**src/rtl/instr_fetch_unit_pkg.sv**
```systemverilog
// Shared CPU constants: bus widths, reset PC, fetch FSM encoding and the
// opcode field location that the Decoder also relies on.
package instr_fetch_unit_pkg;

    localparam int CPU_ADDR_W  = 13;
    localparam int CPU_DATA_W  = 13;
    localparam int CPU_TIMEOUT = 15;

    localparam logic [CPU_ADDR_W-1:0] CPU_RESET_PC = 13'd0;

    localparam logic [2:0] ST_IDLE  = 3'd0;
    localparam logic [2:0] ST_REQ   = 3'd1;
    localparam logic [2:0] ST_WAIT  = 3'd2;
    localparam logic [2:0] ST_VALID = 3'd3;
    localparam logic [2:0] ST_ERR   = 3'd4;

    localparam int OPC_MSB = 12;
    localparam int OPC_LSB = 10;

    typedef logic [CPU_ADDR_W-1:0] addr_t;
    typedef logic [CPU_DATA_W-1:0] word_t;

    function automatic logic [OPC_MSB-OPC_LSB:0] opcode_of(input word_t w);
        return w[OPC_MSB:OPC_LSB];
    endfunction

endpackage

```
**src/rtl/instr_fetch_unit_timeout_ctr.sv**
```systemverilog
// 4-bit up-counter measuring how long a fetch has waited on memory;
// expire_o fires on the cycle the LIMIT-th enabled count is reached.
module fetch_timeout_ctr #(
    parameter int LIMIT = 15
) (
    input  logic clk,
    input  logic rst_n,
    input  logic clr_i,
    input  logic en_i,
    output logic expire_o
);

    localparam logic [3:0] LAST = 4'(LIMIT - 1);

    logic [3:0] count_q, count_d;

    always_comb begin
        count_d = count_q;
        if (clr_i) begin
            count_d = 4'd0;
        end else if (en_i) begin
            count_d = count_q + 4'd1;
        end
    end

    always_ff @(posedge clk or negedge rst_n) begin
        if (!rst_n) begin
            count_q <= 4'd0;
        end else begin
            count_q <= count_d;
        end
    end

    assign expire_o = en_i && (count_q == LAST);

endmodule

```
**src/rtl/instr_fetch_unit.sv**
```systemverilog
// Instruction fetch front-end: one outstanding memory read, one buffered
// word towards decode, branch redirects with stale-fetch discard.
module instr_fetch_unit
    import instr_fetch_unit_pkg::*;
#(
    parameter int ADDR_W = CPU_ADDR_W,
    parameter int DATA_W = CPU_DATA_W,
    parameter logic [ADDR_W-1:0] RESET_PC = ADDR_W'(CPU_RESET_PC),
    parameter int TIMEOUT = CPU_TIMEOUT
) (
    input  logic              clk,
    input  logic              reset,
    input  logic              halt,
    output logic              mem_read,
    output logic [ADDR_W-1:0] mem_addr,
    input  logic [DATA_W-1:0] mem_data,
    input  logic              mem_done,
    input  logic              branch_taken,
    input  logic [ADDR_W-1:0] branch_target,
    output logic              instr_valid,
    input  logic              instr_ready,
    output logic [DATA_W-1:0] instr_word,
    output logic [ADDR_W-1:0] instr_pc,
    output logic              fetch_err
);

    // state | meaning
    // IDLE  | no fetch in progress, waiting for halt=0
    // REQ   | read issued at pc, address captured
    // WAIT  | read outstanding, waiting for mem_done or timeout
    // VALID | word buffered, waiting for decode handshake
    // ERR   | memory timed out, frozen until reset

    logic [2:0]        state_q, state_d;
    logic [ADDR_W-1:0] pc_q, pc_d;
    logic [ADDR_W-1:0] fetch_addr_q, fetch_addr_d;
    logic [ADDR_W-1:0] instr_pc_q, instr_pc_d;
    logic [DATA_W-1:0] instr_word_q, instr_word_d;
    logic              instr_valid_q, instr_valid_d;
    logic              discard_q, discard_d;
    logic              fetch_err_q, fetch_err_d;
    logic              tmr_clr, tmr_en, tmr_expire;

    fetch_timeout_ctr #(.LIMIT(TIMEOUT)) u_timeout (
        .clk      (clk),
        .rst_n    (reset),
        .clr_i    (tmr_clr),
        .en_i     (tmr_en),
        .expire_o (tmr_expire)
    );

    always_comb begin
        state_d       = state_q;
        pc_d          = pc_q;
        fetch_addr_d  = fetch_addr_q;
        instr_pc_d    = instr_pc_q;
        instr_word_d  = instr_word_q;
        instr_valid_d = instr_valid_q;
        discard_d     = discard_q;
        fetch_err_d   = fetch_err_q;
        tmr_clr       = 1'b0;
        tmr_en        = 1'b0;

        if (branch_taken && (state_q != ST_ERR)) begin
            pc_d = branch_target;
        end

        case (state_q)
            ST_IDLE: begin
                if (!halt) begin
                    state_d = ST_REQ;
                end
            end
            ST_REQ: begin
                fetch_addr_d = pc_q;
                tmr_clr      = 1'b1;
                state_d      = ST_WAIT;
                // the read at the old pc is already on the bus
                if (branch_taken) begin
                    discard_d = 1'b1;
                end
            end
            ST_WAIT: begin
                tmr_en = 1'b1;
                if (mem_done) begin
                    if (discard_q || branch_taken) begin
                        discard_d = 1'b0;
                        state_d   = halt ? ST_IDLE : ST_REQ;
                    end else begin
                        instr_word_d  = mem_data;
                        instr_pc_d    = fetch_addr_q;
                        pc_d          = pc_q + ADDR_W'(1);
                        instr_valid_d = 1'b1;
                        state_d       = ST_VALID;
                    end
                end else if (tmr_expire) begin
                    fetch_err_d = 1'b1;
                    state_d     = ST_ERR;
                end else if (branch_taken) begin
                    discard_d = 1'b1;
                end
            end
            ST_VALID: begin
                // a redirect drops the buffered word even if decode takes it
                if (branch_taken || instr_ready) begin
                    instr_valid_d = 1'b0;
                    state_d       = halt ? ST_IDLE : ST_REQ;
                end
            end
            ST_ERR: begin
            end
            default: begin
                state_d = ST_IDLE;
            end
        endcase
    end

    always_ff @(posedge clk or negedge reset) begin
        if (!reset) begin
            state_q       <= ST_IDLE;
            pc_q          <= RESET_PC;
            fetch_addr_q  <= RESET_PC;
            instr_pc_q    <= '0;
            instr_word_q  <= '0;
            instr_valid_q <= 1'b0;
            discard_q     <= 1'b0;
            fetch_err_q   <= 1'b0;
        end else begin
            state_q       <= state_d;
            pc_q          <= pc_d;
            fetch_addr_q  <= fetch_addr_d;
            instr_pc_q    <= instr_pc_d;
            instr_word_q  <= instr_word_d;
            instr_valid_q <= instr_valid_d;
            discard_q     <= discard_d;
            fetch_err_q   <= fetch_err_d;
        end
    end

    // pc may be redirected mid-read, so the bus shows the captured address
    assign mem_read    = (state_q == ST_REQ) || (state_q == ST_WAIT);
    assign mem_addr    = ((state_q == ST_WAIT) || (state_q == ST_ERR)) ? fetch_addr_q : pc_q;
    assign instr_valid = instr_valid_q;
    assign instr_word  = instr_word_q;
    assign instr_pc    = instr_pc_q;
    assign fetch_err   = fetch_err_q;

endmodule
```
**config.mk**
```make
export PLATFORM = sky130hd
export DESIGN_NAME = instr_fetch_unit
export DESIGN_NICKNAME = d
export VERILOG_FILES = /design/src/rtl/instr_fetch_unit_pkg.sv /design/src/rtl/instr_fetch_unit_timeout_ctr.sv /design/src/rtl/instr_fetch_unit.sv
export SDC_FILE = /design/constraint.sdc
export NUM_CORES = 1
export LEC_CHECK = 0
export CAP_MARGIN = 10
export CORE_ASPECT_RATIO = 1.5
export CORE_MARGIN = 3
export CORE_UTILIZATION = 44
export DETAILED_ROUTE_END_ITERATION = 10
export GPL_ROUTABILITY_DRIVEN = 0
export PLACE_DENSITY_LB_ADDON = 0.12
export SLEW_MARGIN = 20
export SYNTH_ARGS = -nofsm -noshare
export SYNTH_HDL_FRONTEND = slang
export SYNTH_HIERARCHICAL = 1
export SYNTH_SLANG_ARGS = --single-unit
```
**constraint.sdc**
```tcl
create_clock -name clk -period 2.1 [get_ports clk]
set_clock_uncertainty 0.15 [all_clocks]
set_input_delay 0.42 -clock clk [delete_from_list [all_inputs] [get_ports clk]]
set_output_delay 0.42 -clock clk [all_outputs]
set_load 0.1 [all_outputs]
```
[Word level (Yosys, flattened, before mapping)]
Cells that the tools add are included.
Storage, ports and cells
  input port bits: 32
  register bits after elaboration: 62
  logic and storage cells: 67
  output and inout port bits: 42
Operators by class
  mux-type cells: 25
  add/sub/neg operators: 2
  reductions and logical operators: 15
  equality and inequality tests: 13
  bitwise operators: 3
Operators with widths (count)
  two-way mux 13 bit: 5
  case mux 3 bit (5 select lines): 1
  adder 13 x 1 -> 13 bit (second input constant): 1
  two-way mux 3 bit: 4
  != test 3 bit (second input constant): 4
  two-way mux 1 bit: 10
  AND reduction 3 bit: 3
  two-way mux 4 bit: 2
  != test 2 bit (second input constant): 4
  AND reduction 4 bit: 2
  equality test 3 x 2 -> 1 bit (second input constant): 2
  nonzero test 2 bit: 3
  adder 4 x 1 -> 4 bit (second input constant): 1
  equality test 4 bit (second input constant): 1
  logical OR 1 bit: 4
  case mux 1 bit (2 select lines): 2
  equality test 3 x 1 -> 1 bit (second input constant): 1
  equality test 3 bit (second input constant): 1
  zero test 3 bit: 1
  NOT 1 bit: 3
  logical AND 1 bit: 2
  two-way mux 2 bit: 1

[Logic depth before layout (Yosys ltp)]
Gate-level depths: netlist of run 1.
  depth after elaboration: 6
  depth in mapped cells: 9
  depth with buffers taken out: 6

[Hierarchy]
Netlist of run 1, hierarchy kept.
By module, submodules not included
  instr_fetch_unit: seq. area each 1451.4 um^2, instances 1, area an instance 2736.4 um^2, cells each 287
  fetch_timeout_ctr: seq. area each 100.1 um^2, instances 1, area an instance 222.7 um^2, cells each 20

[Worst setup path after synthesis of run 1]
No wires, ideal clock.
  path kind: register -> output
  start point: register state_q[1]
  end point: output port mem_addr[10]
  required time: 1530 ps
  arrival time: 3028 ps
  stages on the path, launching flop included: 5
  slack: -1498 ps
  buffers on the path: 1
  path through: dfrtp_1 -> or2b_1 -> a21oi_1 -> buf_2 -> o21ai_0
Between the ends
  word-level cells in the longest chain between the ends: 3
  elaborated cells between the ends (all ways): 4
  classes of those cells: eq/ne: 2; mux: 1; reduce/logical: 1
Ends and longest elaborated chain
  from (decl): line instr_fetch_unit.sv:34  | logic [2:0] state_q, state_d;
  from (signal assigned): line instr_fetch_unit.sv:129  | state_q <= state_d;
  equality test 3 x 2 -> 1 bit or equality test 3 bit (tied branches): line instr_fetch_unit.sv:142  | assign mem_addr = ((state_q == ST_WAIT) || (state_q == ST_ERR)) ? fetch_addr_q : pc_q;
  logical OR 1 bit (*): line instr_fetch_unit.sv:142
  two-way mux 13 bit (*): line instr_fetch_unit.sv:142
  to (decl): line instr_fetch_unit.sv:15  | output logic [ADDR_W-1:0] mem_addr,
Mark *: on every way between the ends. The rest lies on a longest branch, timed or not.

[Final worst setup path of run 1]
  start point: register state_q[2]
  end point: output port mem_addr[12]
Same word-level chain as after synthesis.

==> results.json, run 1 <==
{
  "status": "finished, violations left",
  "violations": "negative setup slack",
  "first_pass_iters": 4,
  "row_count": 36,
  "fp.dieH_um": 106.4,
  "cp-startpoint": "state_q[2]",
  "grt_start_max_net_pins": 63,
  "seq_area_frac_synth_pct": 52.43,
  "worst-setup-path-type": "reg -> out",
  "drc": 0,
  "yosys.area.top_type": "dfrtp_1",
  "yosys_most_used_dff": "dfrtp_1",
  "hold_class": "reg -> reg",
  "synthCells": 307,
  "layout_common_cells": "nand2_1, dfrtp_1, buf_4",
  "grt_pass1_vias": 2493,
  "endpoint_kind": "output port",
  "hold_viol": 0,
  "routed_wirelength_mm": 7.435,
  "cp.required_ps": 1530,
  "antennaDiodeCount": 0,
  "numCtsBuffers": 9,
  "antenna_found_initial": 0,
  "die_x_um": 72.96,
  "period_needed_ps": 2426,
  "dieArea_sq_um": 7766,
  "vias": 2583,
  "start_kind": "register",
  "gr-total-overflow": 0,
  "slew_headroom_pct": 71.91,
  "cts.sinks": 62,
  "synth_top_area_share_pct": 52.43,
  "rr_startpoint": "state_q[2]",
  "syn2layout_area_growth_pct": 53.36,
  "synthesis.nets": 342,
  "dpl_worst_slack_ps": -315.4,
  "io_buffers": 73,
  "layout_commonest_cell": "nand2_1",
  "ant_nets": 0,
  "synth-edff-count": 0,
  "syn_area_sq_um": 2959,
  "min_from": "instr_pc[10]",
  "ios": 74,
  "grt_usage_pct": 20.55,
  "finalCritPeriodShare_pct": 115.5,
  "core_sq_um": 6531,
  "grt_pass1_wl_mm": 12.16,
  "yosys_warnings": 6,
  "via_per_inst": 5.208,
  "wl_per_cell_um": 14.99,
  "slew_violations": 0,
  "clk_pin_slew_worst_paths_ps": 60,
  "finalSetupTns_ps": -4026,
  "avgSynthCellArea_sq_um": 9.639,
  "start_util_pct": 45.31,
  "drt_iter0_markers": 160,
  "cts_tree": "built",
  "drive_gt1_share_pct": 35.71,
  "h-tree-depth": 3,
  "synthTopCellsByArea": "dfrtp_1, nand2_1, mux2_2",
  "crit_arrival_ps": 1860,
  "max-clock-path-buffers": 2,
  "layout_setup_ws_ps": -325.8,
  "synthDistinctLibCells": 47,
  "cts.root.buffer_cell": "clkbuf_8",
  "async_reset_ff_share_pct": 100.0,
  "cap_violations": 0,
  "ys_ff_latch": 62,
  "worstMarginPinSlew_ps": 417.5,
  "setup_viol": 19,
  "rsz0062_at_grt": "yes",
  "insertion_delay_ps": 340,
  "nNetsFinal": 451,
  "max_freq_mhz": 412.2,
  "dp_hpwl_mm": 5.330,
  "crit_path_max_fanout": 12
}
## synthesized netlist by cell type, types with 4 or more instances
cell type / instances
a211oi_1: 5
o21ai_0: 9
nor2_1: 20
dfrtp_1: 62
a21oi_1: 14
buf_2: 9
nor3_1: 5
mux2_2: 23
inv_1: 5
clkbuf_1: 4
nand2_1: 93
nand3_1: 5
## critical path, stage by stage, from the launching register on
cell and delay (ps):
dfrtp_2 400, or2b_1 260, a21oi_4 150, buf_12 160, mux2_2 370, buf_12 170
## worst paths after layout
kind                                end  slack (ps)  cells after the start
max                        mem_addr[12]        -330                      5
min reg2reg                instr_pc[10]         320                      2
max in group asynchronous    state_q[2]        1040                      3
min in group asynchronous   instr_pc[6]         450                      3
max reg2reg                   discard_q         -30                     10
min                        instr_pc[10]         320                      2
## state kept, by name, indices dropped and copies added (netlist names)
signal             flops
instr_pc              13
u_timeout/count_q      4
instr_valid            1
fetch_addr_q          13
pc_q                  13
state_q                3
discard_q              1
instr_word            13
fetch_err              1
## cells by family after synthesis
logic type                 synth area share, %
DFF                                      52.43
AOI/OAI and AO/OA                        11.25
adders and majority gates                1.269
xor gates and xnor gates                0.2960
muxes                                    9.260
buffers and inverters                    3.551
and+or+nand+nor                          21.95
## routing by layer
| metal | vias up | wire [um] | track usage [%] |
|---|---|---|---|
| li1 | 1275 | - | - |
| met1 | 1226 | 3015 | 25.51 |
| met2 | 64 | 3960 | 33.91 |
| met3 | 18 | 270 | 3.595 |
| met4 | 0 | 189 | 9.894 |
| met5 | - | 0 | 0 |
## final cells by class
type | instances | area (sq um)
fillers | 498 | 1993
flip-flops and latches | 62 | 1553
multi-input cells | 224 | 1430
repair buffers | 113 | 1256
clock buffers | 11 | 151.4
well taps | 76 | 95.09
inverters | 6 | 30.03
clock inverters | 4 | 22.52
## per-stage QoR
| stage | utilization, % | hold slack (ps) | instances | area, sq um |
|---|---|---|---|---|
| 2_1_floorplan | - | -25.59 | 307 | 3008 |
| 3_3_place_gp | 63.74 | 307.5 | 471 | 4163 |
| 3_5_place_dp | 63.74 | 310.0 | 471 | 4163 |
| 4_1_cts | 67.34 | 327.8 | 490 | 4398 |
| 5_1_grt | 69.48 | 337.0 | 496 | 4538 |
| 6_report | 69.48 | 321.6 | 496 | 4538 |
## what timing repair did
| action | CTS | global route |
|---|---|---|
| endpoints found under the setup margin | 20 | 30 |
| resized for setup | 5 | 24 |
| hold endpoints to repair | 62 | 0 |
| setup buffers | 3 | 5 |
| hold buffers | 1 | 0 |
| cloned | 0 | 1 |
| pin swaps | 1 | 12 |
Power of run 1 is left out: the tool's default activity adds up to more than one toggle a clock period on the data nets, which glitch-free logic cannot reach.
==> inputs of run 2 (changes only) <==
--- a/config.mk
+++ b/config.mk
@@ -11,9 +11,11 @@
 export CORE_UTILIZATION = 44
 export DETAILED_ROUTE_END_ITERATION = 10
 export GPL_ROUTABILITY_DRIVEN = 0
+export GPL_TIMING_DRIVEN = 0
 export PLACE_DENSITY_LB_ADDON = 0.12
 export SLEW_MARGIN = 20
 export SYNTH_ARGS = -nofsm -noshare
 export SYNTH_HDL_FRONTEND = slang
 export SYNTH_HIERARCHICAL = 1
 export SYNTH_SLANG_ARGS = --single-unit
+export TNS_END_PERCENT = 20
==> run 2 against run 1 <==
The run still ends with negative setup slack left. First-iteration DRC count shrank 42%. Non-clock buffer count is 9 lower. Critical path depth stayed put. Hold slack worse by 8.7 ps. Register-to-register slack hardly changed. Fmax decreased by 2.2%. Utilization decreased by 3.7 points. Global-route usage rose by 0.72 points. Via count fell by 0.43%. Sequential share of layout area is 1.9 points higher. Critical endpoint is now mem_addr[7].
==> results.json, run 2 (synthesis gave the netlist of run 1 again) <==
{
  "antenna_found_initial": 0,
  "wl_met1_mm": 3.118,
  "layout_commonest_cell": "nand2_1",
  "ant_nets": 0,
  "dr_wl_met2_mm": 4.003,
  "cts.root.buffer_cell": "clkbuf_8",
  "max_freq_mhz": 403.1,
  "fillers": 553,
  "finalSetupTns_ps": -4928,
  "grt_usage_pct": 21.26,
  "row_count": 36,
  "route.met3.wl_um": 336,
  "worst-setup-path-type": "reg -> out",
  "drive_gt1_share_pct": 29.93,
  "cts_tree": "built",
  "wl_per_cell_um": 15.61,
  "drc": 0,
  "violations": "negative setup slack",
  "core_sq_um": 6531,
  "fp.dieH_um": 106.4,
  "dieArea_sq_um": 7766,
  "fin_area_sq_um": 4298,
  "io_buffers": 73,
  "max-clock-path-buffers": 2,
  "endpoint_kind": "output port",
  "rsz0062_at_grt": "yes",
  "layout_setup_ws_ps": -380.5,
  "via_per_inst": 5.281,
  "antennaDiodeCount": 0,
  "grt_pass1_vias": 2594,
  "drt_iter0_markers": 93,
  "finalCritPeriodShare_pct": 118.1,
  "grt_pass1_wl_mm": 12.67,
  "layout_common_cells": "nand2_1, dfrtp_1, clkdlybuf4s50_1",
  "period_needed_ps": 2480,
  "h-tree-depth": 3,
  "status": "finished, violations left",
  "numCtsBuffers": 9,
  "grt_start_max_net_pins": 41,
  "vias": 2572,
  "slew_headroom_pct": 36.81,
  "crit_arrival_ps": 1910,
  "die_x_um": 72.96,
  "routed_wirelength_mm": 7.601,
  "setup_viol": 15,
  "cp.required_ps": 1530,
  "insertion_delay_ps": 340,
  "cts.sinks": 62,
  "register_area_sq_um": 1553,
  "gr-total-overflow": 0,
  "clk_pin_slew_worst_paths_ps": 70,
  "multi_input_area_sq_um": 1414,
  "dp_hpwl_mm": 5.198,
  "slew_violations": 0,
  "holdWs_ps": 312.9,
  "cap_violations": 0,
  "nNetsFinal": 442,
  "start_util_pct": 45.31,
  "syn2layout_area_growth_pct": 45.24,
  "first_pass_iters": 4,
  "hold_class": "reg -> reg",
  "top_layer": "met4",
  "crit_path_max_fanout": 5,
  "worstMarginPinSlew_ps": 951.5,
  "ios": 74,
  "placed_area_sq_um": 3839,
  "hold_viol": 0,
  "start_kind": "register"
}
run 2: cell types whose count changed in the layout (fill, tap and decap cells not counted), sizes merged:
cell	delta
clkdlybuf4s50	-2
clkbuf	+25
clkdlybuf4s15	+8
dlygate4sd2	+2
buf	-40
clkinv	-1
clkinvlp	-1
run 2: timing repair:
action                     4_1_cts  5_1_grt
pin swaps                        2        5
setup endpoints to repair       92       73
cloned                           1        0
gates resized for setup        220       37
hold endpoints to repair        22        0
hold buffers                     1        0
buffers inserted                11        3
run 2: final cells by class:
| cell class | count | area share (%) |
|---|---|---|
| multi-input combinational | 224 | 32.90 |
| clock inverter | 2 | 0.2329 |
| clock buffer | 13 | 3.231 |
| sequential | 62 | 36.13 |
| timing repair buffer | 89 | 21.63 |
| inverter | 6 | 0.6987 |
| buffer | 15 | 2.969 |
| tap | 76 | 2.213 |
run 2: worst max-delay path, cell delays in order (launching register included):
cell and delay (ps):
dfrtp_1 400, or2b_1 270, a21oi_4 230, buf_8 170
mux2_4 320, buf_12 170
run 2: routing by layer:
metal,up-vias,GRT usage [%]
li1,1257,-
met1,1237,26.23
met2,67,35.92
met3,11,4.257
met4,0,8.179
met5,-,0
run 2: through the flow:
| step | std cells | setup slack (ps) | util [%] |
|---|---|---|---|
| 5_1_grt | 487 | -446.8 | 65.80 |
| 6_report | 487 | -380.5 | 65.80 |
| 3_5_place_dp | 457 | -1082 | 58.77 |
| 4_1_cts | 485 | -432.2 | 66.65 |
| 2_1_floorplan | 307 | -154.9 | - |
| 3_3_place_gp | 456 | -1641 | 58.51 |
run 2: path summary, 6_finish.rpt:
check	start	end	slack, ps	cells after the start
worst max-delay path	state_q[1]	mem_addr[7]	-380	5
worst min-delay path	fetch_err	fetch_err	310	1
worst max register to register	state_q[2]	pc_q[11]	-30	6
worst min register to register	fetch_err	fetch_err	310	1
max in group asynchronous	reset	state_q[2]	890	3
min in group asynchronous	reset	instr_pc[9]	370	2
Power of run 2 is left out for the same reason.
==> inputs of run 3 (changes only) <==
--- a/config.mk
+++ b/config.mk
@@ -8,9 +8,10 @@
 export CAP_MARGIN = 10
 export CORE_ASPECT_RATIO = 1.5
 export CORE_MARGIN = 3
-export CORE_UTILIZATION = 44
+export CORE_UTILIZATION = 46
+export CTS_BUF_LIST = sky130_fd_sc_hd__clkbuf_4
 export DETAILED_ROUTE_END_ITERATION = 10
-export GPL_ROUTABILITY_DRIVEN = 0
+export GPL_ROUTABILITY_DRIVEN = 1
 export GPL_TIMING_DRIVEN = 0
 export PLACE_DENSITY_LB_ADDON = 0.12
 export SLEW_MARGIN = 20
==> run 3 against run 2 <==
The run still ends with negative setup slack left. Via count rose by 0.86%. Wire length increased by 0.54%. Clock-buffer cell count is 4 lower. Utilization is 5.2 points higher. Sequential share of layout area decreased by 0.69 points. Die area fell by 4.1%. Fmax decreased by 2.8%. First-iteration DRC count up 39%. Global-route usage barely moved. Largest cell class unchanged. Highest routed layer unchanged.
==> results.json, run 3 (synthesis gave the netlist of run 1 again) <==
{
  "status": "finished, violations left",
  "violations": "negative setup slack",
  "worstMarginPinSlew_ps": 566.2,
  "dieArea_sq_um": 7451,
  "max_freq_mhz": 391.8,
  "slew_violations": 0,
  "grt_pass1_vias": 2532,
  "antenna_found_initial": 0,
  "dp_cells": 455,
  "fp.dieH_um": 104.2,
  "layout_setup_ws_ps": -452.2,
  "cap_violations": 0,
  "hold_class": "in -> async",
  "fillers": 467,
  "first_pass_iters": 4,
  "clk_pin_slew_worst_paths_ps": 100,
  "antennaDiodeCount": 0,
  "ios": 74,
  "layout_commonest_cell": "nand2_1",
  "drt_iter0_markers": 129,
  "setup_viol": 17,
  "io_buffers": 73,
  "endpoint_kind": "output port",
  "hold_viol": 0,
  "cts_tree": "built",
  "grt_start_max_net_pins": 42,
  "cp.required_ps": 1530,
  "crit_arrival_ps": 1980,
  "drc": 0,
  "wl_per_cell_um": 15.79,
  "finalCritPeriodShare_pct": 121.5,
  "dp_hpwl_mm": 5.166,
  "via_per_inst": 5.360,
  "layout_common_cells": "nand2_1, dfrtp_1, clkdlybuf4s50_1",
  "drive_gt1_share_pct": 31.71,
  "cts.sinks": 62,
  "routed_wirelength_mm": 7.642,
  "row_count": 35,
  "die_x_um": 71.49,
  "h-tree-depth": 3,
  "ant_nets": 0,
  "rsz0062_at_grt": "yes",
  "routabilityCongestion": 0.8978,
  "fin_area_sq_um": 4382,
  "syn2layout_area_growth_pct": 48.08,
  "gr-total-overflow": 0,
  "final_cells": 484,
  "grt_pass1_wl_mm": 12.45,
  "crit_path_max_fanout": 4,
  "numCtsBuffers": 9,
  "period_needed_ps": 2552,
  "placed_area_sq_um": 3836,
  "start_kind": "register",
  "start_util_pct": 47.92,
  "nNetsFinal": 442,
  "core_sq_um": 6175,
  "cp-startpoint": "state_q[2]",
  "worst-setup-path-type": "reg -> out",
  "grt_usage_pct": 21.29,
  "vias": 2594,
  "slew_headroom_pct": 62.43,
  "insertion_delay_ps": 420,
  "max-clock-path-buffers": 2,
  "rr_startpoint": "state_q[2]",
  "cts.root.buffer_cell": "clkbuf_4"
}
run 3: final timing paths:
path	end	slack (ps)	cells past startpoint
max	mem_addr[5]	-450	5
min in group clk	fetch_err	330	1
max reg2reg	pc_q[9]	-100	7
min reg2reg	fetch_err	330	1
max in group asynchronous	state_q[2]	990	3
min	fetch_addr_q[9]	280	2
run 3: layer usage:
| metal | up-vias | GRT usage [%] | share of wire (%) |
|---|---|---|---|
| met4 | 0 | 9.274 | 1.9 |
| met2 | 72 | 35.92 | 53 |
| met3 | 12 | 3.288 | 4.2 |
| met1 | 1253 | 26.47 | 41 |
| li1 | 1257 | - | - |
| met5 | - | 0 | 0 |
run 3: layout make-up:
| cell class | instances | area [sq um] | area share, % |
|---|---|---|---|
| timing repair buffer | 89 | 1065 | 24.30 |
| clock inverter | 5 | 28.78 | 0.6568 |
| sequential | 62 | 1553 | 35.44 |
| inverter | 6 | 30.03 | 0.6853 |
| tap | 74 | 92.59 | 2.113 |
| buffer | 15 | 120.1 | 2.741 |
| clock buffer | 9 | 67.56 | 1.542 |
| multi-input combinational | 224 | 1425 | 32.52 |
run 3: repair_timing:
action                                  CTS  global route
hold buffers                              1             0
buffers inserted                         13             0
pin swaps                                 5             1
endpoints found under the setup margin   90            55
gates cloned                              1             0
hold endpoints to repair                 21             0
gates resized for setup                 236            19
run 3: worst max-delay path: stages (launching register included):
cell     delay (ps)
dfrtp_2         430
or2b_1          260
a21oi_4         230
buf_6           170
mux2_4          320
buf_12          170
run 3: metrics by stage:
step                setup slack, ps  hold WS (ps)  utilization [%]  TNS, ps
floorplan                    -154.9        -25.59                -   -918.1
global placement              -1595         294.5            61.84  -133260
detailed placement            -1088         187.0            62.13   -34400
CTS                          -466.8         272.2            69.93    -6173
global route                 -520.4         285.9            70.96    -7318
finish                       -452.2         279.1            70.96    -6021
Power of run 3 is left out for the same reason.
